<file path="config.mk">
export PLATFORM = sky130hd
export DESIGN_NAME = ahb_mem_arbiter
export DESIGN_NICKNAME = d
export VERILOG_FILES = /design/src/rtl/ahb_mem_arbiter.sv
export SDC_FILE = /design/constraint.sdc
export NUM_CORES = 1
export LEC_CHECK = 0
export ABC_AREA = 1
export BUFFER_PORTS_ARGS = -buffer_cell sky130_fd_sc_hd__buf_2
export CAP_MARGIN = 20
export CORE_MARGIN = 4
export CORE_UTILIZATION = 52
export CTS_BUF_LIST = sky130_fd_sc_hd__clkbuf_4 sky130_fd_sc_hd__clkbuf_8
export DETAILED_ROUTE_END_ITERATION = 10
export GPL_TIMING_DRIVEN = 0
export HOLD_SLACK_MARGIN = 0.1
export PLACE_DENSITY = 0.88
export SLEW_MARGIN = 30
export SYNTH_ARGS = -nofsm -noshare
export SYNTH_HDL_FRONTEND = slang
export SYNTH_SLANG_ARGS = --single-unit
</file>
<file path="constraint.sdc">
create_clock -name hclk -period 7.2 [get_ports hclk]
set_input_delay 0 -clock hclk [delete_from_list [all_inputs] [get_ports hclk]]
set_output_delay 0 -clock hclk [all_outputs]
set_load 0.05 [all_outputs]
</file>
<file path="src/rtl/ahb_mem_arbiter.sv">
// ahb_mem_arbiter: two-master single-beat arbiter and transfer sequencer for the shared ROM/RAM path
//
// Grants one of two masters per transfer and drives the shared bus to the slave glue. Each transfer runs
// IDLE -> XFER -> RESP. The owner gets a one-cycle registered ready pulse, with its read data and error flag.
//
// Ports
//   hclk, hreset                clock (rising edge), asynchronous active-high reset
//   i_req/i_addr/i_prot         instruction master request (read only)
//   i_ready/i_resp/i_rdata      instruction master completion pulse, error flag, read data
//   d_req/d_addr/d_write/
//   d_wdata/d_prot              data master request
//   d_ready/d_resp/d_rdata      data master completion pulse, error flag, read data
//   haddr/hwdata/hwrite/hprot   shared bus towards the slave glue
//   muxsel                      1 = ROM path, 0 = RAM path
//   hrdata_rom/hrdata_ram       read data from each path
//   hready_inst/hresp_inst      ROM path ready and error
//   hready_data/hresp_data      RAM path ready and error
//
// Parameter TIMEOUT: consecutive low-hready cycles tolerated before the transfer ends with an error (>= 1).
// Macro ARB_ROUND_ROBIN_EN: when defined, contention grants the master that did not own the previous transfer.
// When undefined, the data master always wins.
module ahb_mem_arbiter #(
  parameter int TIMEOUT = 16
) (
  input  logic        hclk,
  input  logic        hreset,
  input  logic        i_req,
  input  logic [31:0] i_addr,
  input  logic [3:0]  i_prot,
  output logic        i_ready,
  output logic        i_resp,
  output logic [31:0] i_rdata,
  input  logic        d_req,
  input  logic [31:0] d_addr,
  input  logic        d_write,
  input  logic [31:0] d_wdata,
  input  logic [3:0]  d_prot,
  output logic        d_ready,
  output logic        d_resp,
  output logic [31:0] d_rdata,
  output logic [31:0] haddr,
  output logic [31:0] hwdata,
  output logic        hwrite,
  output logic [3:0]  hprot,
  output logic        muxsel,
  input  logic [31:0] hrdata_rom,
  input  logic [31:0] hrdata_ram,
  input  logic        hready_inst,
  input  logic        hresp_inst,
  input  logic        hready_data,
  input  logic        hresp_data
);
  localparam int CW = $clog2(TIMEOUT + 1);
  typedef enum logic [1:0] {IDLE, XFER, RESP} state_t;
  state_t        state;
  logic          owner_d;
  logic          last_d;
  logic [CW-1:0] wcnt;
  logic          grant_d;
  logic          rom_hit;
  logic          legal;
  logic [31:0]   req_addr;
  logic          sel_ready;
  logic          sel_resp;
  logic [31:0]   sel_rdata;
  logic          expired;
  logic          fin_resp;
  logic [31:0]   fin_rdata;
`ifdef ARB_ROUND_ROBIN_EN
  // on contention the master that did not own the previous transfer wins
  assign grant_d = d_req & (~i_req | ~last_d);
`else
  assign grant_d = d_req;
`endif
  assign req_addr  = grant_d ? d_addr : i_addr;
  assign rom_hit   = req_addr[31:24] == 8'hA0;
  assign legal     = rom_hit | (req_addr[31:24] == 8'hB0);
  assign sel_ready = muxsel ? hready_inst : hready_data;
  assign sel_resp  = muxsel ? hresp_inst : hresp_data;
  assign sel_rdata = muxsel ? hrdata_rom : hrdata_ram;
  // ready wins over the timeout, so a slave answering on the last allowed cycle still completes normally
  assign expired   = ~sel_ready & (wcnt == CW'(TIMEOUT));
  assign fin_resp  = sel_ready ? sel_resp : 1'b1;
  assign fin_rdata = sel_ready ? sel_rdata : '0;
  always_ff @(posedge hclk or posedge hreset) begin
    if (hreset) begin
      state   <= IDLE;
      owner_d <= 1'b0;
      last_d  <= 1'b1;
      wcnt    <= '0;
      haddr   <= '0;
      hwdata  <= '0;
      hwrite  <= 1'b0;
      hprot   <= '0;
      muxsel  <= 1'b0;
      i_ready <= 1'b0;
      i_resp  <= 1'b0;
      i_rdata <= '0;
      d_ready <= 1'b0;
      d_resp  <= 1'b0;
      d_rdata <= '0;
    end else begin
      unique case (state)
        IDLE: begin
          if (i_req | d_req) begin
            owner_d <= grant_d;
            last_d  <= grant_d;
            if (legal) begin
              haddr  <= req_addr;
              hwrite <= grant_d & d_write;
              hwdata <= grant_d ? d_wdata : '0;
              hprot  <= grant_d ? d_prot : i_prot;
              muxsel <= rom_hit;
              wcnt   <= '0;
              state  <= XFER;
            end else if (grant_d) begin
              // decode error: answer directly without touching the shared bus
              d_ready <= 1'b1;
              d_resp  <= 1'b1;
              d_rdata <= '0;
              state   <= RESP;
            end else begin
              i_ready <= 1'b1;
              i_resp  <= 1'b1;
              i_rdata <= '0;
              state   <= RESP;
            end
          end
        end
        XFER: begin
          if (sel_ready | expired) begin
            if (owner_d) begin
              d_ready <= 1'b1;
              d_resp  <= fin_resp;
              d_rdata <= fin_rdata;
            end else begin
              i_ready <= 1'b1;
              i_resp  <= fin_resp;
              i_rdata <= fin_rdata;
            end
            hwrite <= 1'b0;
            hwdata <= '0;
            wcnt   <= '0;
            state  <= RESP;
          end else begin
            wcnt <= wcnt + 1'b1;
          end
        end
        RESP: begin
          i_ready <= 1'b0;
          d_ready <= 1'b0;
          hwrite  <= 1'b0;
          hwdata  <= '0;
          state   <= IDLE;
        end
        default: state <= IDLE;
      endcase
    end
  end
endmodule

</file>
# --- Word level (Yosys, flattened, before mapping) ---
# Cells that the tools add are included.
# Widths: inputs -> output; s select.
word_totals:
  out_inout_bits: 138
  reg_bits: 146
  input_bits: 177
classes:
  reduce_logical: 12
  n_addsub: 1
  n_eq_ne: 13
  bitwise_logic: 6
  n_mux: 54
op_table:
  columns: ["cell", "n"]
  rows:
  - ["$mux 32", 17]
  - ["$pmux 32 s2", 2]
  - ["$pmux 32 s3", 1]
  - ["$reduce_and 6->1", 4]
  - ["$mux 1", 20]
  - ["$eq 8x8->1 const B", 2]
  - ["$ne 2x2->1 const B", 8]
  - ["$mux 5", 3]
  - ["$pmux 5 s2", 1]
  - ["$pmux 1 s3", 3]
  - ["$mux 2", 3]
  - ["$reduce_and 3->1", 2]
  - ["$add 5x1->5 const B", 1]
  - ["$eq 5x5->1 const B", 1]
  - ["$mux 4", 1]
  - ["$pmux 1 s2", 2]
  - ["$pmux 2 s2", 1]
  - ["$reduce_and 2->1", 2]
  - ["$reduce_and 4->1", 1]
  - ["$or 1x1->1", 3]
  - ["$reduce_bool 3->1", 1]
  - ["$and 1x1->1", 2]
  - ["$eq 2x1->1 const B", 1]
  - ["$eq 2x2->1 const B", 1]
  - ["other kinds (3)", 3]

# --- Longest topological paths before layout ---
# Gate-level depths: netlist (run 1).
depth:
  ltp_word: 6
  mapped_depth: 12
  depth_no_buf: 11

# --- Worst setup path after synthesis (run 1) ---
# No wires, ideal clock.
synth_path:
  path_type: "register -> register"
  startpoint: "register muxsel"
  endpoint: "register hwdata[10]"
  stages_incl_launch_ff: 10
  setup_slack_ps: 5224
  required_time_ps: 7070
  setup_ps: 130
  n_path_buf: 2
  arrival_time_ps: 1846
  synth_period_minus_slack_ps: 1976
  cell_sequence: "dfrtp_1 -> buf_2 -> inv_2 -> nand2_1 -> nand3_1 -> nor2_4 -> nor2_4 -> nand3_2 -> clkbuf_1 -> o21ai_1"
synth_via:
  elab_chain_len: 6
synth_lines:
  columns: ["item", "line_no", "rtl"]
  rows:
  - ["start: declaration", "45", "output logic muxsel,"]
  - ["start signal: assignment", "113", "muxsel <= rom_hit;"]
  - ["$mux 1 (*)", "78", "assign sel_ready = muxsel ? hready_inst : hready_data;"]
  - ["$not 1->1", "82", "assign expired = ~sel_ready & (wcnt == CW'(TIMEOUT));"]
  - ["$and 1x1->1", "82", null]
  - ["$or 1x1->1 (*)", "131", "if (sel_ready | expired) begin"]
  - ["$ne 2x2->1 (no line) (*)", null, null]
  - ["$reduce_and 4->1 (no line) (*)", null, null]
  - ["end signal: assignment", "111", "hwdata <= grant_d ? d_wdata : '0;"]
  - ["end: declaration", "42", "output logic [31:0] hwdata,"]
# Every way passes the cells marked *; elsewhere a longest branch is shown, timed or not.
# A chain may end at the register's enable or synchronous reset.

# --- Worst setup path after layout (run 1) ---
layout_path:
  startpoint: "input port d_req"
  endpoint: "register haddr[17]"
layout_via:
  elab_chain_len: 4
  word_cells_on_any_way: 6
layout_lines:
  columns: ["item", "line_no", "rtl"]
  rows:
  - ["start: declaration", "33", "input logic d_req,"]
  - ["$mux 32", "75", "assign req_addr = grant_d ? d_addr : i_addr;"]
  - ["$eq 8x8->1 (on tied branches)", "76, 77", null]
  - ["$or 1x1->1", "77", "assign legal = rom_hit | (req_addr[31:24] == 8'hB0);"]
  - ["$reduce_and 3->1 (no line)", null, null]
  - ["end signal: assignment", "109", "haddr <= req_addr;"]
  - ["end: declaration", "41", "output logic [31:0] haddr,"]
# Several ways; a longest one is shown, not always the timed one.

==> out/results.ini, run 1 <==
[timing]
finClkSkew_ps = 10.4
fmaxAchievable_mhz = 349
worstMarginPinSlew_ps = 529
tns_ps = 0
rsz0062_at_grt = no
slew_headroom_pct = 64.7
setup_viol = 0
hold_slack_ps = 125
fin_crit_ps = 2870
setup_ws_ps = 4330
hold_viol_final = 0
maxSlewViolCount = 0
finalCritPeriodShare_pct = 39.8

[logic_synthesis]
synth_top_area_share_pct = 53.4
synthTopCellsByCount = 378 x nand2_1, 146 x dfrtp_1, 65 x nor2_1, 40 x nand3_1, 33 x a21oi_1
synth-main-ff-cell = dfrtp_1
ys_async_sr_fraction_pct = 100
syn_nets = 1027
seq_area_frac_synth_pct = 53.4
syn_area_mm2 = 0.00684
synth_area_leaders = dfrtp_1 53%, nand2_1 21%, nor2_1 3.6%, o31ai_1 3.1%, nand3_1 2.9%
yosysWarningCount = 0
ys_ff_latch = 146
synth_area_per_cell_um2 = 8.11
syn_inst = 844
synth_edf_count = 0
yosysTopAreaCell = dfrtp_1
synth.distinct_cells = 33
synth.most_common_cell = nand2_1

[global_routing]
grt_first_pass_wirelength_um = 43600
grt_overflow_total = 0
grt_usage_pct = 37.4
grt_start_max_net_pins = 94
antenna_found_initial = 0
grt_pass1_vias = 8689

[place]
port_buffers = 314
place.gp.congestion = 0.928
pre_cts_ws_ps = 5100
dp_hpwl_um = 15700

[floorplanning]
ioPinCount = 315
die_h_um = 123
die_x_um = 123
core_region_area_mm2 = 0.0128
rows = 41
start_util_pct = 53.6
dieArea_mm2 = 0.0151

[worst_setup_path]
crit_buf_inv = 6
cp_slowest_stage_delay_ps = 620
rr_worst_depth = 9
startpoint_type = input pin
cp_slowest_cell = dlygate4sd3_1
rrSetupSlack_ps = 4480
critical-path-top-delay-family = buffers and inverters
worstPathRequired_ps = 7560
crit_arrival_ps = 3230
r2r-end = hwdata[16]
crit_fanout = 10
r2r-start = state[1]
cp_cell_sequence = dlygate4sd3_1, buf_2, inv_2, nand2_1, nand2_1, dlygate4sd3_1, nor2_2, nand3_1, clkbuf_1, nand2_1, o31ai_1, dlygate4sd3_1
crit_type = input pin to flop
cp-end-kind = flop

[clock_network]
cts_sinks = 146
clock_latency_ps = 430
cts.path.max_buffers = 2
numCtsBuffers = 17
root_buffer = clkbuf_8
cts.htree.levels = 4
post_cts_resize_count = 0
cts_tree = yes
clkSlewWorstSetupHoldPaths_ps = 80

[detailed_routing]
wl_um = 28500
initialDrtViolationCount = 793
drtPass1Iterations = 7
via_count = 8553
routedWlPerCell_um = 18.6
vias_per_cell = 5.58
drc_errors = 0
ant_nets = 0

[power_and_ir_drop]
p_clk_share_pct = 19.1
ir_drop_uv = 318
power.density_mw_per_mm2 = 333
p_leak_nw = 6.15
p_int_w = 0.00183
p_sw_w = 0.00175
combPwrFrac_pct = 50.2
sw_frac_of_total_pct = 48.8
seqPwrFrac_pct = 30.8

[finish]
layout-area-overhead-vs-synth_pct = 57.3
fin_nets = 1528
final_util_pct = 84.3
drive_gt1_share_pct = 30.1

[status]
outcome = completed

[job]
cap_violations = 0

[min_path]
hp-class = input pin to async pin

## how the worst max path moves through the flow
stage / slack, ps / cells past startpoint / end / start
2_1_floorplan: 3280 / 1 / d_rdata[0] / hreset
3_3_place_gp: 1650 / 2 / i_rdata[1] / hreset
3_5_place_dp: 5100 / 8 / hwdata[14] / state[1]
4_1_cts: 4470 / 11 / state[0] / d_req
5_1_grt: 4210 / 11 / state[0] / d_req
6_report: 4330 / 12 / haddr[17] / d_req
## cells in the final DEF (no fill, tap or decap), types with 18 or more instances in the layout
cell type	n
a21oi_1	33
buf_2	329
clkbuf_1	20
clkbuf_8	19
dfrtp_1	146
dlygate4sd3_1	167
inv_1	24
nand2_1	378
nand3_1	40
nor2_1	65
o21ai_1	18
o31ai_1	28
## cell families (layout without fill, tap and decap cells)
logic type,after synthesis,in the layout,share of synthesized area [%]
xor gates and xnor gates,2,2,0.256
buffers and inverters,78,592,5.54
DFF,146,146,53.4
and+or+nand+nor,506,506,30.1
other,0,3,0
AOI/OAI and AO/OA,106,106,9.56
adders and majority gates,6,6,1.10
## flip-flops by register name, indices dropped and copies added (netlist names)
name     flops
hwrite       1
i_ready      1
d_ready      1
wcnt         5
hwdata      32
owner_d      1
state        2
d_resp       1
i_rdata     32
i_resp       1
haddr       32
muxsel       1
hprot        4
d_rdata     32
## tightest hold or removal path, delay by kind of cell
| kind | cells | cell delay [ps] |
|---|---|---|
| buffers and inverters | 3 | 960 |
## through the flow
stage                     cells  instance area, µm²  power, W
after floorplan             844                6840   0.00231
after global placement     1330                8630   0.00271
after detailed placement   1331                8660   0.00274
after CTS                  1530               10800   0.00349
after global routing       1530               10800   0.00373
final                      1533               10800   0.00358
## routing by layer
metal	global-route usage (%)	vias up	wire length (µm)
met5	0	-	0
met4	24.7	0	2060
met3	8.20	219	2580
met2	64.7	710	14100
met1	41.2	3923	9690
li1	-	3701	-
## power groups by stage
stage | Clock [W] | Combinational [W] | Sequential (W)
final | 0.000683 | 0.00180 | 0.00110
after global placement | 0 | 0.00162 | 0.00109
after detailed placement | 0 | 0.00165 | 0.00109
after floorplan | 0 | 0.000652 | 0.00165
after CTS | 0.000680 | 0.00173 | 0.00108
after global routing | 0.000721 | 0.00189 | 0.00111
## layout make-up
class,count,area (µm²)
Timing Repair Buffer,482,3270
Tap cell,172,215
Clock buffer,19,262
Fill cell,702,2010
Antenna cell,3,7.51
Sequential cell,146,3650
Clock inverter,13,160
Multi-Input combinational cell,620,2810
Inverter,30,120
Buffer,48,267
## timing repair
action | CTS | global route
hold buffers | 167 | 0
setup buffers | 0 | 0
hold endpoints to repair | 282 | 0
Note: power is estimated with default switching activity, not from simulation.
==> run 2, diff against run 1 <==
- CORE_ASPECT_RATIO: default -> 1.5
- CORE_UTILIZATION: 52 -> 44
- PLACE_DENSITY: 0.88 -> 0.79
- clock period: 7.2 -> 2.3 ns (I/O delays scaled with it)
==> out/results.ini, run 2 (synthesis gave the netlist of run 1 again) <==
[status]
outcome = completed  ; unchanged

[floorplanning]
start_util_pct = 45.0  ; was 53.6%
dieArea_mm2 = 0.0176  ; was 0.0151 mm²
ioPinCount = 315  ; unchanged
rows = 55  ; was 41
core_region_area_mm2 = 0.0152  ; was 0.0128 mm²
die_h_um = 161  ; was 123 µm
die_x_um = 110  ; was 123 µm

[min_path]
min_from = hready_data
holdPathEnd = wcnt[1]
min_delay_path_depth = 6
hp-class = input pin to flop  ; was input pin to async pin

[timing]
slew_headroom_pct = 52.2  ; was 64.7%
maxSlewViolCount = 0  ; unchanged
finalCritPeriodShare_pct = 98.1
fin_crit_ps = 2260
setup_ws_ps = 44.2  ; was 4330 ps
hold_viol_final = 0  ; unchanged
setup_viol = 0  ; unchanged
finClkSkew_ps = 19.5  ; was 10.4 ps
fmaxAchievable_mhz = 443
worstMarginPinSlew_ps = 717  ; was 529 ps

[place]
pre_cts_ws_ps = 119  ; was 5100 ps
port_buffers = 314  ; unchanged
dp.cells = 1362  ; was 1331
place.gp.congestion = 0.857  ; was 0.928
dp_hpwl_um = 17300  ; was 15700 µm

[finish]
drive_gt1_share_pct = 30.8  ; was 30.1%
final_common_cell = nand2_1  ; unchanged
fin_nets = 1529  ; was 1528
layout-area-overhead-vs-synth_pct = 58.7  ; was 57.3%
final_cell_mix = 378 x nand2_1, 329 x buf_2, 162 x dlygate4sd3_1, 146 x dfrtp_1, 65 x nor2_1  ; was 378 x nand2_1, 329 x buf_2, 167 x dlygate4sd3_1, 146 x dfrtp_1, 65 x nor2_1
layoutNonFillerInstCount = 1560  ; was 1533
final_util_pct = 71.4  ; was 84.3%

[detailed_routing]
vias_per_cell = 5.20  ; was 5.58
via_count = 8119  ; was 8553
drtPass1Iterations = 7  ; unchanged
wl_um = 27600  ; was 28500 µm
routedWlPerCell_um = 17.7  ; was 18.6 µm
ant_nets = 0  ; unchanged
drc_errors = 0  ; unchanged
initialDrtViolationCount = 523  ; was 793

[global_routing]
grt_usage_pct = 31.4  ; was 37.4%
antenna_found_initial = 2  ; was 0
grt_first_pass_wirelength_um = 43200  ; was 43600 µm
grt_pass1_vias = 8584  ; was 8689
grt_start_max_net_pins = 31  ; was 94
grt_overflow_total = 0  ; unchanged

[clock_network]
clkSlewWorstSetupHoldPaths_ps = 80  ; about the same
cts.htree.levels = 4  ; unchanged
cts.path.max_buffers = 2  ; unchanged
cts_tree = yes  ; unchanged
root_buffer = clkbuf_8  ; unchanged
cts_sinks = 146  ; unchanged
clock_latency_ps = 430  ; about the same
numCtsBuffers = 17  ; unchanged

[power_and_ir_drop]
ir_drop_uv = 951  ; was 318 µV
p_leak_nw = 6.05  ; was 6.15 nW
p_total_w = 0.0112  ; was 0.00358 W
power.density_mw_per_mm2 = 1030  ; was 333 mW/mm²

[worst_setup_path]
r2r-end = d_rdata[31]  ; was hwdata[16]
worstPathRequired_ps = 2660  ; was 7560 ps
crit_arrival_ps = 2620  ; was 3230 ps
crit_fanout = 10  ; unchanged
startpoint_type = input pin  ; unchanged
rrSetupSlack_ps = 160  ; was 4480 ps
cp-end-kind = flop  ; unchanged
startpoint = d_req  ; unchanged
rr_worst_depth = 9  ; unchanged
crit_type = input pin to flop  ; unchanged
r2r-start = muxsel  ; was state[1]

[job]
cap_violations = 0  ; unchanged

run 2: cell types whose count changed in the layout (fill, tap and decap cells not counted), sizes merged:
| cell | before | now |
|---|---|---|
| buf | 343 | 349 |
| clkinv | 5 | 4 |
| clkinvlp | 5 | 2 |
| diode | 3 | 2 |
| dlygate4sd3 | 167 | 162 |
| inv | 30 | 34 |
run 2: per-stage QoR:
| stage | hold slack, ps | TNS (ps) | area (µm²) |
|---|---|---|---|
| finish | 133 | 0 | 10900 |
| global route | 143 | -39.6 | 10900 |
| CTS | 101 | 0 | 10800 |
| detailed placement | 71.7 | 0 | 8770 |
| global placement | 254 | -68610 | 8670 |
| floorplan | 148 | 0 | 6850 |
run 2: worst max path at each step:
stage                       end
CTS                   haddr[12]
floorplan            hwdata[10]
detailed placement  d_rdata[19]
finish              d_rdata[21]
global route         hwdata[23]
global placement     i_rdata[2]
run 2: metal layers:
layer	track usage, %	vias to the layer above	wire [µm]
met4	19.9	0	1790
met3	7.44	157	2180
met1	32.4	3742	9260
met5	0	-	0
li1	-	3691	-
met2	55.4	529	14400
run 2: timing repair:
action,in CTS,in global routing
hold buffers,162,0
setup buffers,0,2
resized for setup,0,5
endpoints found under the hold margin,222,0
setup endpoints to repair,0,53
run 2: area by class of cell:
| type | count | area (µm²) |
|---|---|---|
| antenna | 2 | 5.00 |
| clock inverter | 13 | 173 |
| multi-input combinational | 620 | 2820 |
| fill | 1086 | 4350 |
| timing repair buffer | 483 | 3320 |
| tap | 199 | 249 |
| sequential | 146 | 3650 |
| clock buffer | 19 | 255 |
| inverter | 30 | 116 |
| buffer | 48 | 268 |
run 2: critical path, stage by stage:
cell and delay (ps):
dlygate4sd3_1 550, buf_2 160, buf_6 150, nand2_1 70, nand2_1 50, dlygate4sd3_1 600
nor2_4 180, nand3_2 180, nand2_1 120, inv_2 100, nand2_4 110, buf_4 190
nand2_1 90, nand2_1 90
run 2: report_power, final:
group	internal, W	switching (W)	leakage (nW)
sequential	0.00309	0.000313	2.00
combinational	0.00153	0.00406	3.84
clock	0.00114	0.00105	0.215
total	0.00576	0.00543	6.05
==> run 3, diff against run 2 <==
- ABC_AREA: 1 -> default
==> out/results.ini, run 3 <==
[status]
outcome = completed  ; unchanged

[detailed_routing]
wl_um = 26000  ; was 27600 µm
drc_errors = 0  ; unchanged
drtPass1Iterations = 5  ; was 7
vias_per_cell = 5.24  ; was 5.20
ant_nets = 0  ; unchanged
initialDrtViolationCount = 454  ; was 523
routedWlPerCell_um = 20.1  ; was 17.7 µm
via_count = 6776  ; was 8119

[timing]
hold_viol_final = 0  ; unchanged
worstMarginPinSlew_ps = 902  ; was 717 ps
setup_viol = 0  ; unchanged
fin_crit_ps = 2210  ; was 2260 ps
fmaxAchievable_mhz = 452  ; was 443 MHz
slew_headroom_pct = 39.9  ; was 52.2%
hold_slack_ps = 204  ; was 133 ps
finClkSkew_ps = 17.4  ; was 19.5 ps
maxSlewViolCount = 0  ; unchanged
rsz0062_at_grt = yes
setup_ws_ps = 89.6  ; was 44.2 ps
finalCritPeriodShare_pct = 96.1  ; was 98.1%

[clock_network]
cts.path.max_buffers = 2  ; unchanged
numCtsBuffers = 17  ; unchanged
cts.htree.levels = 4  ; unchanged
clock_latency_ps = 450  ; was 430 ps
root_buffer = clkbuf_8  ; unchanged
cts_sinks = 146  ; unchanged
clkSlewWorstSetupHoldPaths_ps = 90  ; was 80 ps
cts_tree = yes  ; unchanged

[worst_setup_path]
cp-end-kind = flop  ; unchanged
rrSetupSlack_ps = 90  ; was 160 ps
r2r-start = state[1]  ; was muxsel
crit_fanout = 10  ; unchanged
crit_type = flop to flop  ; was input pin to flop
worstPathRequired_ps = 2660  ; about the same
crit_arrival_ps = 2570  ; was 2620 ps
r2r-end = haddr[2]  ; was d_rdata[31]
rr_worst_depth = 9  ; unchanged
startpoint_type = flop  ; was input pin

[finish]
layout-area-overhead-vs-synth_pct = 60.2  ; was 58.7%
diodes = 0  ; was 2
layoutNonFillerInstCount = 1293  ; was 1560
final_area_mm2 = 0.0108  ; was 0.0109 mm²
final_cell_mix = 317 x buf_2, 160 x dlygate4sd3_1, 145 x dfrtp_1, 98 x mux2i_1, 68 x nor2_1  ; was 378 x nand2_1, 329 x buf_2, 162 x dlygate4sd3_1, 146 x dfrtp_1, 65 x nor2_1
num-fill-cells = 887  ; was 1086
drive_gt1_share_pct = 42.0  ; was 30.8%
fin_nets = 1264  ; was 1529
final_common_cell = buf_2  ; was nand2_1

[global_routing]
grt_pass1_vias = 7430  ; was 8584
grt_usage_pct = 29.6  ; was 31.4%
antenna_found_initial = 0  ; was 2
grt_start_max_net_pins = 31  ; unchanged
grt_first_pass_wirelength_um = 39300  ; was 43200 µm
grt_overflow_total = 0  ; unchanged

[logic_synthesis]
syn_inst = 577  ; was 844
synth.distinct_cells = 34  ; was 33
ys_ff_latch = 146  ; unchanged
synth_area_per_cell_um2 = 11.7  ; was 8.11 µm²
syn_area_mm2 = 0.00673  ; was 0.00684 mm²
ys_async_sr_fraction_pct = 100  ; unchanged
seq_area_frac_synth_pct = 54.3  ; was 53.4%
yosysTopAreaCell = dfrtp_1  ; unchanged
synth_edf_count = 0  ; unchanged
synth_area_leaders = dfrtp_1 54%, mux2i_1 15%, mux2_2 11%, nor2_1 3.8%, inv_1 2.5%  ; was dfrtp_1 53%, nand2_1 21%, nor2_1 3.6%, o31ai_1 3.1%, nand3_1 2.9%
syn_nets = 760  ; was 1027
synth-main-ff-cell = dfrtp_1  ; unchanged
yosysWarningCount = 0  ; unchanged
synth.most_common_cell = dfrtp_1  ; was nand2_1
synth_top_area_share_pct = 54.3  ; was 53.4%
synthTopCellsByCount = 146 x dfrtp_1, 99 x mux2i_1, 69 x nor2_1, 65 x mux2_2, 44 x inv_1  ; was 378 x nand2_1, 146 x dfrtp_1, 65 x nor2_1, 40 x nand3_1, 33 x a21oi_1

[floorplanning]
die_x_um = 109  ; was 110 µm
rows = 55  ; unchanged
dieArea_mm2 = 0.0174  ; was 0.0176 mm²
start_util_pct = 44.7  ; was 45.0%
ioPinCount = 315  ; unchanged
die_h_um = 159  ; was 161 µm
core_region_area_mm2 = 0.0151  ; was 0.0152 mm²

[power_and_ir_drop]
p_sw_w = 0.00449  ; was 0.00543 W
ir_drop_uv = 583  ; was 951 µV
p_clk_share_pct = 19.1  ; was 19.6%
p_int_w = 0.00549  ; was 0.00576 W
combPwrFrac_pct = 47.7  ; was 50.0%
sw_frac_of_total_pct = 45.0  ; was 48.5%
power.density_mw_per_mm2 = 925  ; was 1030 mW/mm²
p_leak_nw = 5.78  ; was 6.05 nW
seqPwrFrac_pct = 33.2  ; was 30.5%

[min_path]
min_from = hrdata_rom[29]  ; was hready_data
min_delay_path_depth = 4  ; was 6
holdPathEnd = i_rdata[29]  ; was wcnt[1]
hp-class = input pin to flop  ; unchanged

[place]
dp_hpwl_um = 15400  ; was 17300 µm
place_area_mm2 = 0.00866  ; was 0.00877 mm²
pre_cts_ws_ps = -372  ; was 119 ps
port_buffers = 314  ; unchanged
place.gp.congestion = 0.815  ; was 0.857
dp.cells = 1095  ; was 1362

[job]
cap_violations = 0  ; unchanged

==> run 3: cell types whose count changed after synthesis, moves of 13 or more <==
cell	before	now
mux2_2	0	65
inv_1	25	44
o21ai_1	18	0
nand3_1	40	5
mux2i_1	0	99
nand2_1	378	38
o21ai_2	13	0
o31ai_1	28	2
==> run 3: layout make-up <==
type,count,area [µm²],share of cell area [%]
sequential,146,3650,33.9
timing repair buffer,485,3330,30.9
tap,199,249,2.31
clock inverter,14,120,1.11
multi-input combinational,353,2770,25.7
buffer,34,240,2.23
inverter,44,169,1.57
clock buffer,18,248,2.30
==> run 3: routing by layer <==
| layer | wire length, µm | GRT usage (%) | share of wire, % | vias to the layer above |
|---|---|---|---|---|
| li1 | - | - | - | 2946 |
| met1 | 8640 | 30.1 | 33 | 3233 |
| met2 | 13300 | 51.5 | 51 | 472 |
| met3 | 2380 | 8.60 | 9.1 | 125 |
| met4 | 1720 | 19.1 | 6.6 | 0 |
| met5 | 0 | 0 | 0 | - |
==> run 3: timing repair <==
action                     4_1_cts  5_1_grt
setup buffers                    5        1
pin swaps                        2        1
hold endpoints to repair       276        0
hold buffers                   160        0
gates resized for setup          7       27
setup endpoints to repair       76      127
==> run 3: power by group through the flow <==
stage	registers, W	logic (W)	clock network (W)
2_1_floorplan	0.00487	0.00159	0
4_1_cts	0.00328	0.00457	0.00193
6_report	0.00331	0.00476	0.00190
3_5_place_dp	0.00332	0.00424	0
3_3_place_gp	0.00331	0.00416	0
5_1_grt	0.00336	0.00502	0.00204
==> run 3: cells by family (layout without fill, tap and decap cells) <==
family / Yosys count / after routing / synth area share [%]
buffers and inverters: 78 / 595 / 5.30
adders and majority gates: 6 / 6 / 1.12
DFF: 146 / 146 / 54.3
and+or+nand+nor: 135 / 135 / 9.31
AOI/OAI and AO/OA: 44 / 44 / 3.74
muxes: 168 / 168 / 26.3
==> run 3: worst max-delay path by stage <==
| stage | depth (start not counted) | end | from |
|---|---|---|---|
| floorplan | 7 | d_rdata[10] | muxsel |
| global placement | 2 | muxsel | hreset |
| detailed placement | 9 | i_rdata[20] | wcnt[0] |
| CTS | 7 | wcnt[4] | state[1] |
| global route | 9 | haddr[2] | state[1] |
| finish | 9 | haddr[2] | state[1] |
==> run 3: critical path, cell delays in order, from the launching register on <==
cell and delay, ps:
dfrtp_1 420, inv_1 90, ha_1 130, buf_2 210
o21ai_2 110, nor3_2 290, clkbuf_2 310, buf_2 270
nor2_1 90, a21oi_1 170
==> run 3: metrics by stage <==
| step | utilization (%) | power, W | TNS, ps |
|---|---|---|---|
| final | 71.5 | 0.00997 | 0 |
| after global routing | 71.5 | 0.0104 | -216 |
| after CTS | 70.9 | 0.00977 | 0 |
| after detailed placement | 57.5 | 0.00756 | -16140 |
| after global placement | 56.8 | 0.00747 | -79290 |
| after floorplan | - | 0.00646 | 0 |
